==> src/rtl/ped_pkg.sv <==
// ped_pkg
//   Shared types and helpers for the pedestrian crossing signal controller.
//   - ped_state_e : controller states
//   - WALK_SEC_D  : default number of steady WALK seconds
//   - FLASH_SEC_D : default number of flashing DON'T WALK seconds
//   - onehot3()   : true when exactly one of the three street lamps is lit
package ped_pkg;

  typedef enum logic [2:0] {
    IDLE  = 3'd0,
    WAIT  = 3'd1,
    WALK  = 3'd2,
    FLASH = 3'd3,
    CLEAR = 3'd4,
    FAULT = 3'd5
  } ped_state_e;

  localparam int WALK_SEC_D  = 7;
  localparam int FLASH_SEC_D = 8;

  // A healthy traffic light always shows exactly one lamp per street.
  function automatic logic onehot3(input logic r, input logic y, input logic g);
    logic [2:0] lamps;
    lamps = {r, y, g};
    return (lamps == 3'b100) || (lamps == 3'b010) || (lamps == 3'b001);
  endfunction

endpackage

==> src/rtl/btn_sync.sv <==
// btn_sync
//   Brings the asynchronous pedestrian pushbutton into the clk domain and
//   turns each press into a single-cycle pulse.
//   Ports:
//     clk     in  system clock, rising edge
//     reset_n in  synchronous active-low reset
//     btn     in  raw pushbutton, asynchronous, active high
//     press   out one-cycle pulse on each synchronized rising edge of btn
module btn_sync (
  input  logic clk,
  input  logic reset_n,
  input  logic btn,
  output logic press
);

  logic sync1;
  logic sync2;
  logic sync3;

  // Two metastability flops, then one more flop so the synchronized level
  // can be compared against its previous value for edge detection.
  always_ff @(posedge clk) begin
    if (!reset_n) begin
      sync1 <= 1'b0;
      sync2 <= 1'b0;
      sync3 <= 1'b0;
    end else begin
      sync1 <= btn;
      sync2 <= sync1;
      sync3 <= sync2;
    end
  end

  // Holding the button down produces only one pulse.
  assign press = sync2 & ~sync3;

endmodule

==> src/rtl/ped_signal.sv <==
// ped_signal
//   Pedestrian crossing controller for the crosswalk across street 1.
//   WALK is granted only at the start of a fresh street-1 red phase, then
//   the signal flashes DON'T WALK while a seconds countdown runs to zero.
//   One clock cycle is one second.
//   Ports:
//     clk       in  1 Hz system clock, rising edge
//     reset_n   in  synchronous active-low reset
//     btn       in  raw pedestrian pushbutton (asynchronous)
//     r1,y1,g1  in  street-1 lamps from the traffic light controller
//     walk      out WALK lamp
//     dont_walk out DON'T WALK lamp (steady or flashing)
//     countdown out seconds remaining in the crossing, 0 otherwise
//     ped_req   out request pending toward the traffic light controller
//     short_red out sticky flag: a red phase ended before the crossing did
module ped_signal
  import ped_pkg::*;
#(
  parameter int WALK_SEC  = WALK_SEC_D,
  parameter int FLASH_SEC = FLASH_SEC_D,
  parameter int CNT_W     = 5
) (
  input  logic             clk,
  input  logic             reset_n,
  input  logic             btn,
  input  logic             r1,
  input  logic             y1,
  input  logic             g1,
  output logic             walk,
  output logic             dont_walk,
  output logic [CNT_W-1:0] countdown,
  output logic             ped_req,
  output logic             short_red
);

  // Countdown shown on the first WALK cycle, and the value shown on the
  // last WALK cycle (the one after which flashing starts).
  localparam logic [CNT_W-1:0] CNT_LOAD      = CNT_W'(WALK_SEC + FLASH_SEC);
  localparam logic [CNT_W-1:0] CNT_LAST_WALK = CNT_W'(FLASH_SEC + 1);
  localparam logic [CNT_W-1:0] CNT_ONE       = CNT_W'(1);

  ped_state_e       state;
  ped_state_e       state_nx;
  ped_state_e       back_state;
  logic             press;
  logic             pending;
  logic             pending_nx;
  logic             r1_q;
  logic             red_rise;
  logic             fault;
  logic             walk_nx;
  logic             dont_walk_nx;
  logic [CNT_W-1:0] countdown_nx;
  logic             ped_req_nx;
  logic             short_red_nx;

  btn_sync u_btn_sync (
    .clk     (clk),
    .reset_n (reset_n),
    .btn     (btn),
    .press   (press)
  );

  assign red_rise = r1 & ~r1_q;
  assign fault    = ~onehot3(r1, y1, g1);

  // Where the controller goes once a crossing, clear-out or fault is over:
  // a request that arrived meanwhile is still honoured.
  assign back_state = pending ? WAIT : IDLE;

  // Next state and next registered outputs. Every output is computed for
  // the state being entered so the lamps change on the same edge as the
  // state. Defaults describe the "not crossing" look: steady DON'T WALK
  // and a blank countdown. Priority is fault, then early red end, then
  // the normal sequence.
  always_comb begin
    state_nx     = state;
    walk_nx      = 1'b0;
    dont_walk_nx = 1'b1;
    countdown_nx = '0;
    short_red_nx = short_red;
    pending_nx   = pending | press;

    if (fault) begin
      state_nx = FAULT;
    end else begin
      case (state)
        IDLE: begin
          if (pending) begin
            state_nx = WAIT;
          end
        end

        WAIT: begin
          if (red_rise) begin
            state_nx     = WALK;
            walk_nx      = 1'b1;
            dont_walk_nx = 1'b0;
            countdown_nx = CNT_LOAD;
            // The request is served; only a brand-new press re-arms it.
            pending_nx   = press;
          end
        end

        WALK: begin
          if (!r1) begin
            state_nx     = back_state;
            short_red_nx = 1'b1;
          end else if (countdown == CNT_LAST_WALK) begin
            state_nx     = FLASH;
            countdown_nx = countdown - CNT_ONE;
          end else begin
            walk_nx      = 1'b1;
            dont_walk_nx = 1'b0;
            countdown_nx = countdown - CNT_ONE;
          end
        end

        FLASH: begin
          if (!r1) begin
            state_nx     = back_state;
            short_red_nx = 1'b1;
          end else if (countdown == CNT_ONE) begin
            state_nx = CLEAR;
          end else begin
            dont_walk_nx = ~dont_walk;
            countdown_nx = countdown - CNT_ONE;
          end
        end

        CLEAR: begin
          // Hold until red ends so one red phase gives at most one WALK.
          if (!r1) begin
            state_nx = back_state;
          end
        end

        FAULT: begin
          // Lamps are healthy again. Going to WAIT rather than WALK means a
          // red edge seen on this very cycle is not honoured.
          state_nx = back_state;
        end

        default: begin
          state_nx = IDLE;
        end
      endcase
    end

    ped_req_nx = (state_nx == WAIT);
  end

  // State and output registers. r1_q resets high so a red lamp that is
  // already on when reset releases is not mistaken for a new red phase.
  always_ff @(posedge clk) begin
    if (!reset_n) begin
      state     <= IDLE;
      walk      <= 1'b0;
      dont_walk <= 1'b1;
      countdown <= '0;
      ped_req   <= 1'b0;
      short_red <= 1'b0;
      pending   <= 1'b0;
      r1_q      <= 1'b1;
    end else begin
      state     <= state_nx;
      walk      <= walk_nx;
      dont_walk <= dont_walk_nx;
      countdown <= countdown_nx;
      ped_req   <= ped_req_nx;
      short_red <= short_red_nx;
      pending   <= pending_nx;
      r1_q      <= r1;
    end
  end

endmodule

==> config.mk <==
export PLATFORM = sky130hd
export DESIGN_NAME = ped_signal
export DESIGN_NICKNAME = d
export VERILOG_FILES = /design/src/rtl/ped_pkg.sv /design/src/rtl/btn_sync.sv /design/src/rtl/ped_signal.sv
export SDC_FILE = /design/constraint.sdc
export NUM_CORES = 1
export LEC_CHECK = 0
export CELL_PAD_IN_SITES_DETAIL_PLACEMENT = 1
export CELL_PAD_IN_SITES_GLOBAL_PLACEMENT = 1
export CORE_ASPECT_RATIO = 1.25
export CORE_UTILIZATION = 33
export DETAILED_ROUTE_END_ITERATION = 10
export PLACE_DENSITY_LB_ADDON = 0.15
export SYNTH_ARGS = -nofsm -noshare
export SYNTH_HDL_FRONTEND = slang
export SYNTH_HIERARCHICAL = 1
export SYNTH_SLANG_ARGS = --single-unit
==> constraint.sdc <==
create_clock -name clk -period 1.8 [get_ports clk]
set_input_delay 0.54 -clock clk [delete_from_list [all_inputs] [get_ports clk]]
set_output_delay 0.54 -clock clk [all_outputs]
set_load 0.005 [all_outputs]
* Yosys cells after proc, flatten, opt, wreduce, memory -nomap -nowiden
Index checks and enable logic that the tools add are counted.
** Storage, ports and cells
- RAM bits :: 0
- ROM bits :: 0
- Bits in latches :: 0
- Bits of input ports :: 6
- Bits in registers :: 17
- Memories :: 0
** Cells by class
- Muxes and demuxes :: 28
- Equal/unequal tests :: 11
- $add $sub $neg :: 1
- Bitwise logic cells :: 7
- Divide/modulo/power cells :: 0
- Order comparisons :: 0
- Shift operators :: 0
- Multipliers :: 0
- Reductions and logical operators :: 6
** Operators by type and width (number)
- 3-bit two-way mux :: 8
- 3-bit case mux with 6 select lines :: 1
- 5-bit two-way mux :: 3
- 5-bit case mux with 3 select lines :: 1
- 1-bit two-way mux :: 12
- 3-bit by 1-bit equality test with 1-bit output (second input constant) :: 3
- 3-bit by 2-bit equality test with 1-bit output (second input constant) :: 3
- 3-bit equality test (second input constant) :: 3
- 5-bit by 1-bit equality test with 1-bit output (second input constant) :: 1
- 5-bit by 4-bit equality test with 1-bit output (second input constant) :: 1
- 5-bit by 1-bit subtractor with 5-bit output (second input constant) :: 1
- 4-bit two-way mux :: 1
- 1-bit NOT :: 4
- 3-bit zero test :: 1
- 1-bit case mux with 3 select lines :: 1
- 3-bit AND reduction :: 1
- 1-bit bitwise AND :: 2
- 1-bit logical OR :: 2
- 1-bit case mux with 2 select lines :: 1
- 2-bit AND reduction :: 1
- 2-bit OR reduction :: 1
- 1-bit bitwise OR :: 1

* Depth between registers and ports, before layout
- Depth in word-level cells :: 6
- Gate-level depth with buffers :: 6

* Cells and area by module
Netlist, hierarchy kept.
** Modules (own cells, without submodules)
- ped_signal :: cells an instance 83, area each 688.2 um^2, instances 1
- btn_sync :: cells an instance 7, area each 92.6 um^2, instances 1

* Worst setup path after synthesis
Ideal clock, no wire load.
- Path kind :: input port to flip-flop
- Start point :: input port r1
- End point :: register dont_walk
- Buffers on the path :: 2
- Required time :: 1.673 ns
- Slack :: -0.053 ns
- Arrival :: 1.726 ns
- Stages on the path :: 6
- Path through :: buf_2 o21ai_0 o211ai_1 or3_1 clkbuf_2 or3_1
** Between the ends
- Longest elaborated chain between the ends :: 4
- Elaborated cells between the ends (all ways) :: 11
** Ends and longest elaborated chain
- from (decl) :: line ped_signal.sv:26 : input logic r1,
- 3-bit equality test or 3-bit by 2-bit equality test with 1-bit output (tied branches) :: line ped_pkg.sv:25 : return (lamps == 3'b100) || (lamps == 3'b010) || (lamps == 3'b001);
- 1-bit logical OR (2 in a row) :: line ped_pkg.sv:25
- 2-bit AND reduction (no line)
- to (signal assigned) :: line ped_signal.sv:168 : dont_walk <= dont_walk_nx;
- to (decl) :: line ped_signal.sv:30 : output logic dont_walk,
Several ways; a longest one is shown, not always the timed one.
A chain may end at the register's enable or synchronous reset.

* Worst setup path in the final report
- Start point :: register countdown[0]
- End point :: output port countdown[0]
** RTL lines
- from (decl) :: line ped_signal.sv:31 : output logic [CNT_W-1:0] countdown,
- from (signal assigned) :: line ped_signal.sv:169 : countdown <= countdown_nx;
No word-level cell between the ends.

==> metrics.md <==
| Metric | Value |
|---|---|
| PD cells | `660 nW/um^2` |
| Clock buffer depth | `2` |
| Gate power share | `12.7%` |
| Seq/Total Area, Yosys | `43.6%` |
| # setup viols final | `0` |
| EDFF count, synth | `0` |
| Top-count cell post-synth | `dfxtp_1` |
| Power share of the clock group | `30.4%` |
| Dominant synthesized flop cell | `dfxtp_1` |
| Crit-path leading delay family | `buffers and inverters` |
| CTS tree | `done` |
| IO Count | `15` |
| Final setup margin | `47.1 ps` |
| Met2 Use GR | `31.8%` |
| Area growth from synthesis to layout | `37.3%` |
| Die area | `2570 sq um` |
| Core area | `2210 sq um` |
| Final worst path period share | `97.4%` |
| Synth area leaders | `dfxtp_1 (44%), xor2_1 (5.6%), nor2_1 (5.3%)` |
| P_leak | `0.000441 uW` |
| DP HPWL | `1.53 mm` |
| ANT nets after route | `0` |
| Max stage delay cell, worst path | `clkdlybuf4s50_1` |
| Routability cong. | `0.730` |
| Vias per inst | `4.81` |
| Via count | `712` |
| Ys Warns | `6` |
| Pint | `521 uW` |
| Clock skew after layout | `1.54 ps` |
| Synth Cell Area | `781 sq um` |
| CTS Sinks | `17` |
| Crit path kind | `register to primary output` |
| Worst Hold Endpoint | `u_btn_sync/sync2` |
| Slew Limit Fails | `0` |
| Number of global-route vias before repair | `728` |
| NetSw | `187 uW` |
| Outcome | `completed` |
| RSZ-0062 raised after global routing | `false` |
| Worst vdd ir | `0.471 mV` |
| Row count | `19` |
| Yosys cell types | `28` |
| Commonest cells post-synth | `dfxtp_1 (17), nor2_1 (11), a21oi_1 (8), nand2_1 (6)` |
| Fin. Hold Viols | `0` |
| Rel. slew slack | `71.1%` |
| Crit path launch type | `register` |
| Die height | `56.4 um` |
| HP Start | `u_btn_sync/sync1` |
| H-tree Lvls | `1` |
| GRT met3 Usage | `2.89%` |
| PortBufs | `14` |
| First-pass GRT wire length | `3.30 mm` |
| Measured slew at the worst slew-check pin | `430 ps` |
| Largest net degree at the start of global routing | `11` |
| Hold Crit Depth | `1` |
| Crit path buf inv count | `1` |
| Clock buffer count from CTS | `3` |
| Worst-Skew Late Latency | `300 ps` |
| Critical R2R Capture | `dont_walk` |
| Crit path largest cell delay | `520 ps` |
| Starting Density | `35.3%` |
| Achievable frequency | `570 MHz` |
| Top cell type's share of synthesized area | `43.6%` |
| Layout cells sized above 1 | `17.1%` |
| Total Wirelength | `1.96 mm` |
| TritonRoute pass-1 iters | `2` |
| R2R setup slack | `250 ps` |
| FF+latch count, synth | `17` |
| Root Buffer | `clkbuf_4` |
| Switching part of the total | `26.5%` |
| Ant diodes | `0` |
| Reg-to-Reg Start | `countdown[1]` |
| Final nets | `126` |
| Max-Cap Viols | `0` |
| Arr. time, crit path | `1210 ps` |
| Avg Inst Size Synth | `8.67 sq um` |
| Min Tclk post-route | `1750 ps` |
| Worst hold path class | `register to register` |
| Initial antenna violation count | `0` |
| Synth area leader | `dfxtp_1` |
| Dpl cells | `143` |
| Worst reg2reg path depth | `7` |
| Final Non-Filler Cells | `148` |
| Drt drc | `0` |
| DR iter-0 viols | `8` |
| Die Width | `45.5 um` |
| Wire length per cell | `13.2 um` |
| Endpoint type of the worst setup path | `primary output` |
| Clk pin slew, worst setup/hold paths | `110 ps` |
| Sequential share of power | `56.9%` |
| Syn nets | `98` |
| Gr ovfl total | `0` |
| FFs w/ async S/R, synth | `0%` |
| GRT busiest layer | `met2` |
| CP Data Required Time | `1260 ps` |
| # hold bufs at CTS | `0` |
| Total GRT Usage | `18.1%` |
| CP Max Fanout | `4` |
| Cell Chain, Critical Path | `clkdlybuf4s50_1` |
| Setup Slack @ Placement | `-384 ps` |
| Cells after Synth | `90` |
| Met1 usage | `19.1%` |
## what timing repair did
action                     CTS  global route
setup buffers                1             0
pin swaps                    3             0
resized for setup            3             2
gates cloned                 0             0
setup endpoints to repair    2             4
## cell families after synthesis
| family | after synthesis | share of synthesized area [%] |
|---|---|---|
| and+or+nand+nor | 37 | 25.8 |
| adders and majority gates | 2 | 3.20 |
| muxes | 1 | 1.28 |
| xor gates and xnor gates | 5 | 5.61 |
| AOI/OAI and AO/OA | 21 | 16.8 |
| buffers and inverters | 7 | 3.68 |
| DFF | 17 | 43.6 |
## area by class of cell
class	instances	area (sq um)
clock inverter	1	5.00
fill	277	1140
tap	31	38.8
clock buffer	3	22.5
multi-input combinational	66	415
sequential	17	342
timing repair buffer	27	238
inverter	3	11.3
## worst max-delay path by stage
stage / start / endpoint / cells past startpoint / slack (ps)
2_1_floorplan: r1 / dont_walk / 6 / 8
6_report: countdown[0] / countdown[0] / 1 / 50
4_1_cts: countdown[2] / countdown[2] / 1 / 3
5_1_grt: countdown[0] / countdown[0] / 1 / 1
3_5_place_dp: y1 / countdown[4] / 6 / -380
3_3_place_gp: y1 / dont_walk / 5 / -330
## stage by stage
| step | hold slack, ps | utilization [%] | power [uW] | cell area, sq um | setup TNS [ps] |
|---|---|---|---|---|---|
| floorplan | 406 | - | 456 | 781 | 0 |
| global placement | 414 | 46.7 | 494 | 1030 | -2010 |
| detailed placement | 423 | 46.7 | 500 | 1030 | -2760 |
| CTS | 452 | 48.3 | 712 | 1070 | 0 |
| global route | 501 | 48.5 | 740 | 1070 | 0 |
| finish | 447 | 48.5 | 708 | 1070 | 0 |
## cells in the final DEF (no fill, tap or decap)
master and n:
a21oi_1 8, o31a_1 1, nor3_1 5, nor4b_1 1, xor2_1 5, inv_1 3, ha_1 2, a21o_1 2
o21ai_2 1, o21a_1 4, nor2_1 11, clkbuf_4 3, clkinv_2 1, dfxtp_1 16, dlygate4sd2_1 2, a21boi_0 2
dfxtp_2 1, buf_4 13, nor2b_1 3, nor4bb_1 1, nor3b_1 1, mux2i_1 1, o21ai_0 2, or3_1 2
nand2_1 6, nand3b_1 1, dlymetal6s2s_1 1, nand4b_1 1, nand2b_1 1, clkdlybuf4s50_1 11, nor2b_4 1, o211ai_1 1
and2_1 3
## flip-flops by register name (all words and copies together) (netlist names)
signal,count
countdown,5
state,3
dont_walk,1
ped_req,1
pending,1
r1_q,1
short_red,1
u_btn_sync/sync1,1
u_btn_sync/sync2,1
u_btn_sync/sync3,1
walk,1
## power by group through the flow
| stage | clock network (uW) | logic, uW | registers, uW |
|---|---|---|---|
| after global placement | 0 | 83.2 | 411 |
| after floorplan | 0 | 52.8 | 403 |
| after global routing | 234 | 100 | 406 |
| final | 215 | 89.8 | 403 |
| after detailed placement | 0 | 88.1 | 412 |
| after CTS | 218 | 91.1 | 403 |
## per-layer routing
metal / wire (um) / vias up
met4: 45 / 0
li1: - / 356
met1: 805 / 338
met2: 1050 / 13
met3: 56 / 5
met5: 0 / -
No activity file was read; power rests on OpenSTA's default activity.
